$ cat config.mk
export PLATFORM = sky130hd
export DESIGN_NAME = dsp_mac_pipe
export DESIGN_NICKNAME = d
export VERILOG_FILES = /design/src/rtl/dsp_mac_pipe.sv
export SDC_FILE = /design/constraint.sdc
export NUM_CORES = 2
export LEC_CHECK = 0
export BUFFER_PORTS_ARGS = -buffer_cell sky130_fd_sc_hd__buf_2
export CAP_MARGIN = 25
export CORE_UTILIZATION = 63
export DETAILED_ROUTE_END_ITERATION = 16
export HOLD_SLACK_MARGIN = 0.06
export PLACE_DENSITY = 0.84
export SYNTH_ARGS = -nofsm -noshare
export SYNTH_HDL_FRONTEND = slang
export SYNTH_SLANG_ARGS = --single-unit
$ cat constraint.sdc
create_clock -name CLK -period 18.5 [get_ports CLK]
set_input_delay 0.925 -clock CLK [delete_from_list [all_inputs] [get_ports CLK]]
set_output_delay 0.925 -clock CLK [all_outputs]
set_load 0.02 [all_outputs]
$ cat src/rtl/dsp_mac_pipe.sv
// Parametrised pre-add / multiply / post-add MAC slice with valid/ready full-pipeline stall.
// Define DSP_MAC_PIPE_SAT_EN to make P saturate on carry (all-ones) or borrow (zero) instead of wrapping.
module dsp_mac_pipe #(
  parameter int A_WIDTH   = 18,
  parameter int B_WIDTH   = 18,
  parameter int P_WIDTH   = 48,
  parameter int IN_STAGES = 1,
  parameter int MREG      = 1
) (
  input  logic               CLK,
  input  logic               RST,
  input  logic               in_valid,
  output logic               in_ready,
  input  logic [A_WIDTH-1:0] A,
  input  logic [B_WIDTH-1:0] B,
  input  logic [B_WIDTH-1:0] D,
  input  logic [P_WIDTH-1:0] C,
  input  logic [P_WIDTH-1:0] PCIN,
  input  logic               CARRYIN,
  input  logic [4:0]         opmode,
  output logic               out_valid,
  input  logic               out_ready,
  output logic [P_WIDTH-1:0] P,
  output logic [P_WIDTH-1:0] PCOUT,
  output logic               CARRYOUT
);

  localparam int IW = A_WIDTH + 2*B_WIDTH + P_WIDTH + 6;
  localparam int MW = 2*P_WIDTH + 6;

  logic                       adv;
  logic [IW-1:0]              s0_data;
  logic [IW-1:0]              s1_data;
  logic                       s1_valid;
  logic [4:0]                 op1;
  logic                       cin1;
  logic [P_WIDTH-1:0]         c1;
  logic [B_WIDTH-1:0]         d1;
  logic [B_WIDTH-1:0]         b1;
  logic [A_WIDTH-1:0]         a1;
  logic [B_WIDTH-1:0]         b_pre;
  logic [A_WIDTH+B_WIDTH-1:0] prod;
  logic [P_WIDTH-1:0]         m1;
  logic [MW-1:0]              s1m_data;
  logic [MW-1:0]              s2_data;
  logic                       s2_valid;
  logic [4:0]                 op2;
  logic                       cin2;
  logic [P_WIDTH-1:0]         c2;
  logic [P_WIDTH-1:0]         m2;
  logic [P_WIDTH-1:0]         z;
  logic [P_WIDTH:0]           sum;
  logic [P_WIDTH-1:0]         p_next;

  // The whole pipeline freezes while a finished result waits for the consumer
  assign adv      = !(out_valid && !out_ready);
  assign in_ready = adv;
  assign s0_data  = {opmode, CARRYIN, C, D, B, A};

  generate
    if (IN_STAGES == 0) begin : g_in_bypass
      assign s1_data  = s0_data;
      assign s1_valid = in_valid;
    end else begin : g_in_regs
      logic [IN_STAGES-1:0][IW-1:0] in_data;
      logic [IN_STAGES-1:0]         in_vld;

      always_ff @(posedge CLK or posedge RST) begin
        if (RST) begin
          in_data <= '0;
          in_vld  <= '0;
        end else if (adv) begin
          in_vld[0] <= in_valid;
          if (in_valid) in_data[0] <= s0_data;
          for (int i = 1; i < IN_STAGES; i++) begin
            in_vld[i] <= in_vld[i-1];
            if (in_vld[i-1]) in_data[i] <= in_data[i-1];
          end
        end
      end

      assign s1_data  = in_data[IN_STAGES-1];
      assign s1_valid = in_vld[IN_STAGES-1];
    end
  endgenerate

  assign {op1, cin1, c1, d1, b1, a1} = s1_data;

  always_comb begin
    b_pre = b1;
    if (op1[0]) b_pre = op1[1] ? (d1 - b1) : (d1 + b1);
  end

  assign prod     = {{B_WIDTH{1'b0}}, a1} * {{A_WIDTH{1'b0}}, b_pre};
  assign m1       = {{(P_WIDTH-A_WIDTH-B_WIDTH){1'b0}}, prod};
  assign s1m_data = {op1, cin1, c1, m1};

  generate
    if (MREG == 0) begin : g_m_bypass
      assign s2_data  = s1m_data;
      assign s2_valid = s1_valid;
    end else begin : g_m_reg
      logic [MW-1:0] m_data;
      logic          m_vld;

      always_ff @(posedge CLK or posedge RST) begin
        if (RST) begin
          m_data <= '0;
          m_vld  <= 1'b0;
        end else if (adv) begin
          m_vld <= s1_valid;
          if (s1_valid) m_data <= s1m_data;
        end
      end

      assign s2_data  = m_data;
      assign s2_valid = m_vld;
    end
  endgenerate

  assign {op2, cin2, c2, m2} = s2_data;

  // Z=P reads the live P register, so back-to-back accumulates chain at any latency
  always_comb begin
    z = '0;
    case (op2[3:2])
      2'd1:    z = c2;
      2'd2:    z = P;
      2'd3:    z = PCIN;
      default: z = '0;
    endcase
  end

  always_comb begin
    sum = {1'b0, z} + {1'b0, m2} + {{P_WIDTH{1'b0}}, cin2};
    if (op2[4]) sum = {1'b0, z} - ({1'b0, m2} + {{P_WIDTH{1'b0}}, cin2});
  end

`ifdef DSP_MAC_PIPE_SAT_EN
  always_comb begin
    p_next = sum[P_WIDTH-1:0];
    if (sum[P_WIDTH]) p_next = op2[4] ? '0 : '1;
  end
`else
  assign p_next = sum[P_WIDTH-1:0];
`endif

  always_ff @(posedge CLK or posedge RST) begin
    if (RST) begin
      P         <= '0;
      CARRYOUT  <= 1'b0;
      out_valid <= 1'b0;
    end else if (adv) begin
      out_valid <= s2_valid;
      if (s2_valid) begin
        P        <= p_next;
        CARRYOUT <= sum[P_WIDTH];
      end
    end
  end

  assign PCOUT = P;

endmodule

==> results.ini <==
[clocking]
clk_path_buf_depth = 3
post_cts_resized = 0
clk_latency_ns = 0.61
cts_made_buffers = 29
tritoncts = yes
cts_root_buffer = clkbuf_16
cts_sinks = 248
cts_max_level = 1
clk_pin_slew_ns = 0.06
cts_hold_buffers = 0
postCtsSetupBuffers = 0

[timing]
fin_skew_ns = 0.0203
tightest_slew_ns = 1.03
fin_crit_ns = 9.58
hold_violations = 0
setup-tns-final_ns = 0
fmax_mhz = 104
post-route-period-util_pct = 51.8
maxSlewHeadroom_pct = 30.9
drv_slew = 0
setup_viol = 0
rsz0062_at_grt = false

[drt]
ant_nets = 0
via_per_inst = 5.97
wl_per_cell_um = 19.5
drtIter0Drc = 2329
vias = 23394
drcViolationCount = 0
routed_wirelength_mm = 76.3
dr.pass1.iters = 6

[setup_path]
worstPathRequired_ns = 19.02
cp-end-kind = register
slowest_delay_ns = 0.52
critical-path-slowest-cell = fa_1
crit_buf_inv = 1
cp.arrival_ns = 10.10
crit_fanout = 10
start_kind = register
criticalPathCategory = reg -> reg
path_delay_family = adder cells

[place]
dp_hpwl_mm = 57.5
gp_congestion = 0.978
portBuffers = 258
dp_cells = 3867
place_area_sq_um = 29300

[cells_and_area]
nets = 3967
fin_cells = 3920
drive_gt1_share_pct = 15.6
n_fill_cell = 3427
syn2layout_area_growth_pct = 8.08
stdcell_area_sq_um = 30300

[die]
die_h_um = 213
start_util_pct = 64.5
die-area_sq_um = 45400
pin_count = 259
fp.dieW_um = 213
num_rows = 76
core_sq_um = 43500

[global_route]
grt_max_degree = 113
grt_pass1_wl_mm = 123
grt_overflow = 0
gr-usage-all-layers_pct = 34.3
grt_antenna_before_repair = 4
grt_pass1_vias = 24054

[status]
outcome = complete, no violations

[logic_synthesis]
yosysWarnings = 0
syn_area_per_cell_sq_um = 8.76
yosys.area.top_type_share_pct = 22.1
synth_top_cell_by_area = dfrtp_1
ys_seq_area_share_pct = 22.1
syn-cell-area_sq_um = 28000
synth-main-ff-cell = dfrtp_1
synth_cell_types = 97
synth_nets = 3854
synth-seq-cells = 248
postSynthCellCount = 3201
synthArstFlopShare_pct = 100
synth-edff-count = 0
ys_top_cells_by_area = dfrtp_1 (22%), fa_1 (19%), ha_1 (10%), nand2_1 (7.1%), inv_1 (6.1%)

[hold_path]
min_path_type = reg -> reg

[flow_run]
cap_violations = 0

## final timing paths
kind / startpoint / endpoint / slack [ns] / cells past startpoint
min in group asynchronous: RST / g_in_regs.in_data[2] / 0.47 / 2
max in group asynchronous: RST / g_m_reg.m_data[100] / 16.61 / 3
hold reg to reg: g_in_regs.in_data[87] / g_m_reg.m_data[81] / 0.46 / 2
setup reg to reg: g_in_regs.in_data[18] / g_m_reg.m_data[35] / 8.92 / 33
hold / removal: g_in_regs.in_data[87] / g_m_reg.m_data[81] / 0.46 / 2
setup / recovery: g_in_regs.in_data[18] / g_m_reg.m_data[35] / 8.92 / 33
## worst register-to-register path, delay by kind of cell, from the launching register on
kind / cells / cell delay (ns)
XOR/XNOR: 1 / 0.15
AND/OR/NAND/NOR: 9 / 2.30
buffers and inverters: 1 / 0.10
flip-flops: 1 / 0.40
AO/OA/AOI/OAI: 13 / 2.72
adder cells (fa/ha/maj): 9 / 3.84
## registers in the layout, summed over array words and instances (netlist names)
signal / count
out_valid: 1
g_m_reg.m_vld: 1
P: 48
g_m_reg.m_data: 88
CARRYOUT: 1
g_in_regs.in_data: 108
g_in_regs.in_vld: 1
## cells in the final DEF, fill, tap and decap left out, types with 33 or more instances in the layout
| master | instances |
|---|---|
| fa_1 | 261 |
| a21oi_1 | 122 |
| buf_2 | 258 |
| mux2_2 | 151 |
| a21o_1 | 49 |
| nor3_1 | 43 |
| ha_1 | 232 |
| a22oi_1 | 42 |
| and2_1 | 112 |
| nor2_1 | 111 |
| nor2b_1 | 33 |
| o21ai_0 | 141 |
| xnor2_1 | 81 |
| inv_1 | 454 |
| dfrtp_1 | 247 |
| nand2_1 | 524 |
## cells by family after synthesis
family | after synthesis | synth area share (%)
AO/OA/AOI/OAI | 552 | 13.1
XOR/XNOR | 108 | 3.37
adder cells (fa/ha/maj) | 493 | 29.0
buffers and inverters | 653 | 9.46
flip-flops | 248 | 22.1
multiplexers | 172 | 6.84
AND/OR/NAND/NOR | 975 | 16.1
## through the flow
step	util, %	hold slack (ns)	setup WS [ns]
after global routing	69.7	0.487	8.41
after floorplan	-	0.433	9.99
after detailed placement	67.4	0.452	9.17
after global placement	67.4	0.441	9.41
final	69.7	0.459	8.92
after CTS	69.7	0.465	9.09
## layer usage
metal | global-route usage (%) | up-vias | wire length, um
met5 | 0 | - | 34
met4 | 13.2 | 6 | 2990
met3 | 5.34 | 231 | 6810
met2 | 56.7 | 1190 | 35700
met1 | 45.3 | 11304 | 30800
li1 | - | 10663 | -
## final cells by class
cell class | instances | area [sq um] | area share (%)
multi-input cells | 2300 | 19200 | 63.4
flip-flops and latches | 248 | 6210 | 20.5
inverters | 458 | 1730 | 5.70
repair buffers | 277 | 1450 | 4.80
clock buffers | 37 | 796 | 2.63
well taps | 585 | 732 | 2.42
clock inverters | 14 | 174 | 0.574
diodes | 1 | 2.50 | 0.00826
## synthesized netlist by cell type (all sizes together) (4+ instances only)
library cell  instances
o311ai                6
nor2b                33
a221o                 5
nand3                30
a22oi                43
ha                  232
inv                 457
and4                 11
or3                  14
o31ai                21
o31a                  8
nor3b                 4
nand2b               17
nor2                112
a31o                  4
xnor2                81
a21oi               125
a211oi               22
nand2               527
o21ai               153
a211o                 4
o221ai                5
fa                  261
and3                 14
buf                  93
or4                   4
nor3                 44
nand4                24
mux2i                18
xor2                 27
o21bai                9
o211ai                8
nor4                 17
and2                113
a311oi                5
o21a                 18
a21boi               10
dfrtp               248
a31oi                21
mux2                154
clkbuf              102
a21o                 49
o2bb2ai               4
Power is not shown: default switching activity piles up to over one toggle a cycle in this logic, so the estimate is an artifact.
